==> config.mk <==
export PLATFORM = sky130hd
export DESIGN_NAME = pipe_collision
export DESIGN_NICKNAME = d
export VERILOG_FILES = /design/src/rtl/pipe_collision_pkg.sv /design/src/rtl/pipe_collision_lfsr8.sv /design/src/rtl/pipe_collision.sv
export SDC_FILE = /design/constraint.sdc
export NUM_CORES = 1
export LEC_CHECK = 0
export ABC_CLOCK_PERIOD_IN_PS = 4100
export CORE_AREA = 2 2 86 96
export DETAILED_ROUTE_END_ITERATION = 6
export DIE_AREA = 0 0 88 98
export PLACE_DENSITY = 0.72
export SYNTH_ARGS = -nofsm -noshare
export SYNTH_HDL_FRONTEND = slang
export SYNTH_SLANG_ARGS = --single-unit
export TNS_END_PERCENT = 20
==> constraint.sdc <==
create_clock -name Clk -period 4.1 [get_ports Clk]
set_clock_uncertainty 0.05 [all_clocks]
set_input_delay 0.82 -clock Clk [delete_from_list [all_inputs] [get_ports Clk]]
set_output_delay 0.82 -clock Clk [all_outputs]
set_load 0.01 [all_outputs]
==> src/rtl/pipe_collision_pkg.sv <==
// Shared game package: screen geometry, one-hot state codes and the LFSR step.
package pipe_collision_pkg;

  localparam logic [9:0] SCREEN_W = 10'd640;
  localparam logic [9:0] SCREEN_H = 10'd480;

  localparam logic [2:0] QIdle = 3'b001;
  localparam logic [2:0] QRun  = 3'b010;
  localparam logic [2:0] QHit  = 3'b100;

  // One step of the 8-bit Fibonacci LFSR, polynomial x^8+x^6+x^5+x^4+1.
  function automatic logic [7:0] lfsr8_next(input logic [7:0] cur);
    return {cur[6:0], cur[7] ^ cur[5] ^ cur[4] ^ cur[3]};
  endfunction

endpackage

==> src/rtl/pipe_collision_lfsr8.sv <==
// Free-running 8-bit LFSR; loads SEED on reset and steps every clock.
module lfsr8 #(
  parameter logic [7:0] SEED = 8'hA5
) (
  input  logic       Clk,
  input  logic       reset,
  output logic [7:0] Q
);
  import pipe_collision_pkg::*;

  logic [7:0] lfsr_d;
  logic [7:0] lfsr_q;

  // Next LFSR value.
  always_comb begin
    lfsr_d = lfsr8_next(lfsr_q);
  end

  // LFSR register with synchronous reset to the seed.
  always_ff @(posedge Clk) begin
    if (reset) begin
      lfsr_q <= SEED;
    end else begin
      lfsr_q <= lfsr_d;
    end
  end

  assign Q = lfsr_q;

endmodule

==> src/rtl/pipe_collision.sv <==
// Pipe obstacle engine: scrolls one pipe, draws gaps, detects bird collisions,
// keeps the score and drives the Stop handshake toward flight_physics.
module pipe_collision #(
  parameter logic [9:0] SCREEN_W  = pipe_collision_pkg::SCREEN_W,
  parameter logic [9:0] SCREEN_H  = pipe_collision_pkg::SCREEN_H,
  parameter logic [9:0] PIPE_W    = 10'd40,
  parameter logic [9:0] GAP_H     = 10'd120,
  parameter logic [9:0] GAP_MIN   = 10'd40,
  parameter logic [9:0] SCROLL    = 10'd2,
  parameter logic [7:0] LFSR_SEED = 8'hA5
) (
  input  logic       Clk,
  input  logic       reset,
  input  logic       Start,
  input  logic       Ack,
  input  logic       Tick,
  input  logic [9:0] Bird_X_L,
  input  logic [9:0] Bird_X_R,
  input  logic [9:0] Bird_Y_T,
  input  logic [9:0] Bird_Y_B,
  output logic       Stop,
  output logic [9:0] Pipe_X_L,
  output logic [9:0] Pipe_X_R,
  output logic [9:0] Gap_Y_T,
  output logic [9:0] Gap_Y_B,
  output logic [7:0] Score,
  output logic       q_Idle,
  output logic       q_Run,
  output logic       q_Hit
);
  import pipe_collision_pkg::*;

  localparam logic [9:0] SPAWN_X   = SCREEN_W + PIPE_W;
  localparam logic [9:0] GAP_T_RST = 10'd200;
  localparam logic [9:0] GAP_B_RST = 10'd320;

  logic [2:0] state_q, state_d;
  logic       stop_q, stop_d;
  logic [9:0] pipe_x_r_q, pipe_x_r_d;
  logic [9:0] gap_y_t_q, gap_y_t_d;
  logic [9:0] gap_y_b_q, gap_y_b_d;
  logic [7:0] score_q, score_d;
  logic       passed_q, passed_d;

  logic [7:0] lfsr_s;
  logic [9:0] pipe_x_l_s;
  logic [9:0] gap_top_s;
  logic       overlap_s, outside_s, bounds_s, collide_s;
  logic       respawn_s, pass_s;

  lfsr8 #(.SEED(LFSR_SEED)) u_lfsr (
    .Clk   (Clk),
    .reset (reset),
    .Q     (lfsr_s)
  );

  // Left pipe edge saturates at zero instead of wrapping.
  always_comb begin
    if (pipe_x_r_q > PIPE_W) begin
      pipe_x_l_s = pipe_x_r_q - PIPE_W;
    end else begin
      pipe_x_l_s = 10'd0;
    end
  end

  // Collision term against the current pipe, gap, floor and ceiling.
  always_comb begin
    overlap_s = (Bird_X_R > pipe_x_l_s) && (Bird_X_L < pipe_x_r_q);
    outside_s = (Bird_Y_T < gap_y_t_q) || (Bird_Y_B > gap_y_b_q);
    bounds_s  = (Bird_Y_B >= SCREEN_H) || (Bird_Y_T == 10'd0);
    collide_s = (overlap_s && outside_s) || bounds_s;
    gap_top_s = GAP_MIN + {2'b00, lfsr_s};
  end

  // Next-state logic: game FSM, scrolling, respawn and scoring.
  always_comb begin
    state_d    = state_q;
    pipe_x_r_d = pipe_x_r_q;
    gap_y_t_d  = gap_y_t_q;
    gap_y_b_d  = gap_y_b_q;
    score_d    = score_q;
    passed_d   = passed_q;
    respawn_s  = 1'b0;
    pass_s     = 1'b0;
    case (state_q)
      QIdle: begin
        pipe_x_r_d = SPAWN_X;
        if (Start) begin
          state_d  = QRun;
          score_d  = 8'd0;
          passed_d = 1'b0;
        end else begin
          state_d = QIdle;
        end
      end
      QRun: begin
        if (collide_s) begin
          // Collision freezes the pipe and the score this cycle.
          state_d = QHit;
        end else begin
          state_d   = QRun;
          respawn_s = Tick && (pipe_x_r_q <= SCROLL);
          // Pass test uses pre-tick values; a respawn cancels the point.
          pass_s    = !passed_q && (pipe_x_r_q < Bird_X_L) && !respawn_s;
          if (respawn_s) begin
            pipe_x_r_d = SPAWN_X;
            gap_y_t_d  = gap_top_s;
            gap_y_b_d  = gap_top_s + GAP_H;
            passed_d   = 1'b0;
          end else if (Tick) begin
            pipe_x_r_d = pipe_x_r_q - SCROLL;
          end else begin
            pipe_x_r_d = pipe_x_r_q;
          end
          if (pass_s) begin
            score_d  = (score_q == 8'd255) ? score_q : score_q + 8'd1;
            passed_d = 1'b1;
          end else begin
            score_d = score_q;
          end
        end
      end
      QHit: begin
        if (Ack) begin
          state_d    = QIdle;
          pipe_x_r_d = SPAWN_X;
        end else begin
          state_d = QHit;
        end
      end
      default: begin
        state_d    = QIdle;
        pipe_x_r_d = SPAWN_X;
      end
    endcase
    stop_d = (state_d == QHit);
  end

  // State and datapath registers with synchronous reset.
  always_ff @(posedge Clk) begin
    if (reset) begin
      state_q    <= QIdle;
      stop_q     <= 1'b0;
      pipe_x_r_q <= SPAWN_X;
      gap_y_t_q  <= GAP_T_RST;
      gap_y_b_q  <= GAP_B_RST;
      score_q    <= 8'd0;
      passed_q   <= 1'b0;
    end else begin
      state_q    <= state_d;
      stop_q     <= stop_d;
      pipe_x_r_q <= pipe_x_r_d;
      gap_y_t_q  <= gap_y_t_d;
      gap_y_b_q  <= gap_y_b_d;
      score_q    <= score_d;
      passed_q   <= passed_d;
    end
  end

  assign Stop     = stop_q;
  assign Pipe_X_L = pipe_x_l_s;
  assign Pipe_X_R = pipe_x_r_q;
  assign Gap_Y_T  = gap_y_t_q;
  assign Gap_Y_B  = gap_y_b_q;
  assign Score    = score_q;
  assign q_Idle   = state_q[0];
  assign q_Run    = state_q[1];
  assign q_Hit    = state_q[2];

endmodule

## Word-level counts from Yosys, hierarchy flattened

Index checks and enable logic that the tools add are counted.

- Output and inout bits: 52
- Logic and storage cells: 73
- Register bits: 51

- Add/subtract/negate cells: 5
- Bitwise gates (word level): 4
- Eq/ne operators: 12
- Reduce and logical (&&, ||, !) cells: 16
- Muxes and demuxes: 20
- Order comparisons: 8

Operator list:

| cell | number |
|---|---|
| $mux W10 | 5 |
| $mux W8 | 4 |
| $lt A10 B10 Y1 | 3 |
| $gt A10 B10 Y1 | 2 |
| $pmux W10 S2 | 1 |
| $pmux W8 S2 | 1 |
| $add A9 B7 Y10 const B | 1 |
| $ge A10 B9 Y1 const B | 1 |
| $gt A10 B6 Y1 const B | 1 |
| $le A10 B2 Y1 const B | 1 |
| $logic_not A10 Y1 | 1 |
| $ne A2 B2 Y1 const B | 5 |
| $sub A10 B2 Y10 const B | 1 |
| $sub A10 B6 Y10 const B | 1 |
| $add A6 B8 Y9 const A | 1 |
| $pmux W3 S3 | 1 |
| $add A8 B1 Y8 const B | 1 |
| $eq A8 B8 Y1 const B | 1 |
| $eq A3 B3 Y1 const B | 2 |
| $mux W3 | 2 |
| $ne A3 B3 Y1 const B | 2 |
| $reduce_and A3 Y1 | 2 |
| $logic_and A1 B1 Y1 | 5 |
| $reduce_and A5 Y1 | 1 |
| other kinds (11) | 19 |

## Depth between registers and ports, before layout

- Depth after elaboration: 9
- Depth in mapped cells: 16
- Mapped depth without buffers: 14

## By module

Synthesis repeated with hierarchy kept, for this count alone.

- Cell total of the unflattened synthesis: 402
- Area total of the unflattened synthesis: 3362.0 um2

By module, submodules not included:

| module | area each (um2) | times used | cells each | seq. area each (um2) |
|---|---|---|---|---|
| pipe_collision | 3072.9 | 1 | 376 | 760.7 |
| lfsr8 | 289.0 | 1 | 26 | 160.2 |

## Worst setup path before layout

Ideal clock, no wire load.

- Path kind: register -> register
- Start point: register pipe_x_r_q[3], in the netlist Pipe_X_R[3]
- End point: register gap_y_b_q[6], in the netlist Gap_Y_B[6]
- Arrival time: 3267 ps
- Setup slack: 663 ps
- Setup time: 120 ps
- Clock period less this slack: 3437 ps
- Cell stages (with the launch flop): 14
- Cell sequence: dfxtp_1 inv_1 ha_1 o21a_1 xnor2_1 or2_2 ha_1 a211oi_1 nor2_1 o41ai_1 a211o_2 nand4_4 buf_6 a211o_1

- Longest elaborated chain between the ends: 8
- Elaborated cells between the ends (all ways): 12

RTL lines:

| item | line | source |
|---|---|---|
| start, declared | pipe_collision.sv:39 | `logic [9:0] pipe_x_r_q, pipe_x_r_d;` |
| start signal, assigned | pipe_collision.sv:152 | `pipe_x_r_q <= pipe_x_r_d;` |
| $sub A10 B6 Y10 or $gt A10 B6 Y1 (tied branches) | pipe_collision.sv:60, pipe_collision.sv:59 |  |
| $mux W10 | pipe_collision.sv:59 | `if (pipe_x_r_q > PIPE_W) begin` |
| $gt A10 B10 Y1 | pipe_collision.sv:68 | `overlap_s = (Bird_X_R > pipe_x_l_s) && (Bird_X_L < pipe_x_r_q);` |
| $logic_and A1 B1 Y1 | pipe_collision.sv:68 |  |
| $logic_and A1 B1 Y1 | pipe_collision.sv:71 | `collide_s = (overlap_s && outside_s) \|\| bounds_s;` |
| $logic_or A1 B1 Y1 | pipe_collision.sv:71 |  |
| $not A1 Y1 (no line) | -- |  |
| $reduce_and A3 Y1 (no line) * | -- |  |
| end signal, assigned | pipe_collision.sv:154 | `gap_y_b_q <= gap_y_b_d;` |
| end, declared | pipe_collision.sv:41 | `logic [9:0] gap_y_b_q, gap_y_b_d;` |

Every way passes the cells marked *; elsewhere a longest branch is shown, timed or not.
A chain may end at the register's enable or synchronous reset.

## Worst setup path in the final report

- Start point: register pipe_x_r_q[3], in the netlist Pipe_X_R[3]
- End point: register gap_y_b_q[7], in the netlist Gap_Y_B[7]

The elaborated chain is that of the path after synthesis.

==> summary.txt <==
Pwr
  – Comb pwr share: 0.190
  – Power, Total: 0.9282 mW
  – Net switching power: 0.2415 mW
  – P_leak: 1.900 nW
  – P_int: 0.6867 mW
  – Peak supply drop: 0.2070 mV
  – PD cells: 209.4 nW/um2
  – Clock share of power: 0.307
  – Sequential group share of total power: 0.503
  – Switching Fraction: 0.2601

CTS
  – Clock Sinks: 46
  – Post-CTS Setup Repair Bufs: 0
  – TritonCTS Buffers: 5
  – H-Tree Depth: 2
  – Clk pin slew, worst setup/hold paths: 80 ps
  – Worst-Skew Late Latency: 300 ps
  – Hold-fix buffers, CTS: 0
  – Root Driver: clkbuf_8
  – CTS tree: yes
  – Clock buffer depth: 2

Timing
  – Crit path time final: 3775 ps
  – Final slew viol count: 0
  – Final Hold Fails: 0
  – Max frequency: 264.9 MHz
  – Worst-margin pin slew: 792.8 ps
  – Final worst path period share: 0.9207
  – Final setup violation count: 0
  – Min setup slack post-route: 325.1 ps
  – Setup_tns: 0 ps
  – RSZ-0062 raised after global routing: false
  – Relative slew slack: 0.4698

Worst setup path
  – FF-to-FF path depth: 14
  – Crit start category: flip-flop
  – Crit Reg-Reg Startpoint: Pipe_X_R[3]$_SDFFE_PP1P_
  – Critical path's slowest cell: dfxtp_1
  – CP Max Fanout: 12
  – Critical Path RT: 4290 ps
  – Crit path largest cell delay: 520 ps
  – FF-to-FF setup slack: 330 ps
  – Crit path DAT: 3960 ps
  – Type of the worst setup path: flip-flop to flip-flop
  – RR Endpoint: Gap_Y_B[7]$_SDFFE_PP0P_
  – CP endpoint kind: flip-flop
  – Cell Chain, Critical Path: inv_1, ha_1, o21a_1, xnor2_1, or2_2, ha_1, a211oi_1, nor2_1, o41ai_1, buf_4, a211o_2, nand4_4, mux2_2, nor2_1

Floorplanning
  – Core area: 7700 um2
  – Initial Utilization: 0.4335
  – Die Wd: 88 um
  – Die area: 8624 um2
  – Row count: 34
  – DIE HEIGHT: 98 um
  – # IOs: 97

Global routing
  – Largest net degree at the start of global routing: 26
  – Total Routing Usage GR: 0.2010
  – Vias in the first global route: 3072
  – Grt ovf: 0
  – First-pass GRT wire length: 14240 um
  – Initial antenna violation count: 0

Detailed routing
  – 1st-pass router iterations: 4
  – Final antenna-violating net count: 0
  – 1st-iter DRT viols: 226
  – Avg WL per Cell: 14.20 um
  – Vias per cell: 5.172
  – Via count: 3124
  – Post-route DRC: 0
  – Routed Wire Length: 8579 um

Min path
  – Min-delay src: u_lfsr.Q[1]$_SDFF_PP0_
  – WHS Endpoint: u_lfsr.Q[2]$_SDFF_PP1_
  – HP Class: flip-flop to flip-flop
  – Worst Hold Depth: 1

Yosys
  – Count of state elements after synthesis: 46
  – Avg Inst Size Synth: 8.242 um2
  – Post-synthesis sequential area ratio: 0.2759
  – Post-synth EDFFs: 0
  – Post-Syn Instances: 405
  – Area share of the largest cell type after synthesis: 0.2759
  – FFs w/ async S/R, synth: 0
  – Post-synth top flop: dfxtp_1
  – Yosys warnings: 0
  – Post-Syn Area: 3338 um2
  – Top cells by area, synth: dfxtp_1, ha_1, inv_1
  – Yosys top cell by area: dfxtp_1
  – Synth unique cells: 56

Finish
  – ANT cells: 0
  – Area delta synth->final: 32.80%
  – Fillers: 702
  – Utilization after layout: 0.5757
  – Nets: 583
  – Layout cells sized above 1: 0.05645

Placed design
  – I/O Buffers: 93
  – Pre-CTS setup slack: 188.4 ps
  – GP Congestion: 0.8293
  – DP HPWL: 6910 um

Status
  – Status: finished, final reports clean

Job
  – # Max-Cap Violations: 0
-- cell families (layout without fill, tap and decap cells) --
| logic type | after synthesis | in the layout | synth area share |
|---|---|---|---|
| flip-flops | 46 | 46 | 0.2759 |
| buffers and inverters | 67 | 155 | 0.09258 |
| XOR/XNOR | 19 | 19 | 0.04985 |
| adder cells (fa/ha/maj) | 43 | 43 | 0.1612 |
| AND/OR/NAND/NOR | 138 | 139 | 0.2140 |
| other | 1 | 3 | 0.001123 |
| AO/OA/AOI/OAI | 81 | 81 | 0.1750 |
| multiplexers | 10 | 10 | 0.03036 |
-- critical path, delay by kind of cell, from the launching register on --
kind,cells,cell delay [ps]
muxes,1,350
buffers and inverters,2,300
AOI/OAI and AO/OA,4,1090
xor gates and xnor gates,1,120
adders and majority gates,2,600
DFF,1,520
and+or+nand+nor,4,670
-- cell usage after synthesis (2+ instances only) --
master	n
o21ai_1	2
or3_1	4
a31oi_1	3
a211oi_1	8
clkbuf_1	6
o32a_1	4
nor2_1	41
nand2b_1	10
o31ai_1	2
buf_4	7
mux2i_1	9
a21oi_1	23
nand3_1	9
a21o_1	4
o21bai_1	3
a211o_1	5
nand3b_1	3
o21ai_0	7
dfxtp_1	46
nor2b_1	7
or2_2	6
inv_1	49
and2_1	2
o21a_1	6
ha_1	43
o32ai_1	2
nor3_1	9
nand2_1	23
nand4_1	10
a41o_1	2
xnor2_1	10
buf_6	4
nor4_1	5
xor2_1	9
-- stage by stage --
stage	hold slack (ps)	area (um2)	std cells
2_1_floorplan	366.3	3346	407
3_3_place_gp	371.5	4324	595
3_5_place_dp	378.3	4324	595
4_1_cts	404.0	4415	603
5_1_grt	420.3	4433	604
6_report	392.4	4433	604
-- worst max path at each step --
stage,start,to
2_1_floorplan,Pipe_X_R[3]$_SDFFE_PP1P_,Gap_Y_B[6]$_SDFFE_PP1P_
3_3_place_gp,Pipe_X_R[3]$_SDFFE_PP1P_,Gap_Y_B[7]$_SDFFE_PP0P_
3_5_place_dp,Pipe_X_R[3]$_SDFFE_PP1P_,Gap_Y_B[7]$_SDFFE_PP0P_
4_1_cts,Pipe_X_R[3]$_SDFFE_PP1P_,Gap_Y_B[7]$_SDFFE_PP0P_
5_1_grt,Pipe_X_R[3]$_SDFFE_PP1P_,Gap_Y_T[5]$_SDFFE_PP0P_
6_report,Pipe_X_R[3]$_SDFFE_PP1P_,Gap_Y_B[7]$_SDFFE_PP0P_
-- power groups by stage --
stage | Sequential, mW | Combinational [mW] | Clock [mW]
floorplan | 0.475 | 0.103 | 0
global placement | 0.477 | 0.170 | 0
detailed placement | 0.478 | 0.174 | 0
CTS | 0.467 | 0.176 | 0.293
global route | 0.469 | 0.195 | 0.308
finish | 0.467 | 0.176 | 0.285
-- flip-flops by register name (all words and copies together) (netlist names) --
| register | cells |
|---|---|
| Gap_Y_B | 10 |
| Stop | 1 |
| Pipe_X_R | 9 |
| state_q | 3 |
| Score | 8 |
| passed_q | 1 |
| Gap_Y_T | 6 |
| u_lfsr.Q | 8 |
-- layer usage --
metal / routed length (um) / GRT usage / vias up
met5: 0 / 0 / -
met4: 70 / 0.04615 / 0
met3: 393 / 0.03381 / 6
met2: 4140 / 0.3368 / 72
met1: 3975 / 0.2683 / 1461
li1: - / - / 1585
-- cell type report --
cell class	instances	area (um2)	share of cell area
clock buffers	7	86.33	0.01948
clock inverters	1	5.005	0.001129
inverters	49	183.9	0.04149
multi-input cells	295	2133	0.4812
flip-flops and latches	46	920.9	0.2077
well taps	108	135.1	0.03048
repair buffers	98	968.4	0.2185
-- layout by cell type, fill, tap and decap left out, drive strengths merged, types with 7 or more instances in the layout --
master,Yosys,final
clkbuf,7,7
xor2,9,9
nand2b,10,10
a21oi,23,23
nor2,42,42
nor3,9,9
inv,49,49
ha,43,43
clkdlybuf4s50,0,93
nand3,9,9
xnor2,10,10
a211oi,8,8
o21ai,9,9
mux2i,9,9
nand2,24,24
nand4,11,12
dfxtp,46,46
nor2b,7,7
-- timing repair --
| action | 4_1_cts | 5_1_grt |
|---|---|---|
| resized for setup | 0 | 1 |
| endpoints found under the hold margin | 0 | 0 |
| setup endpoints to repair | 0 | 14 |
(Power assumes the default switching activity.)
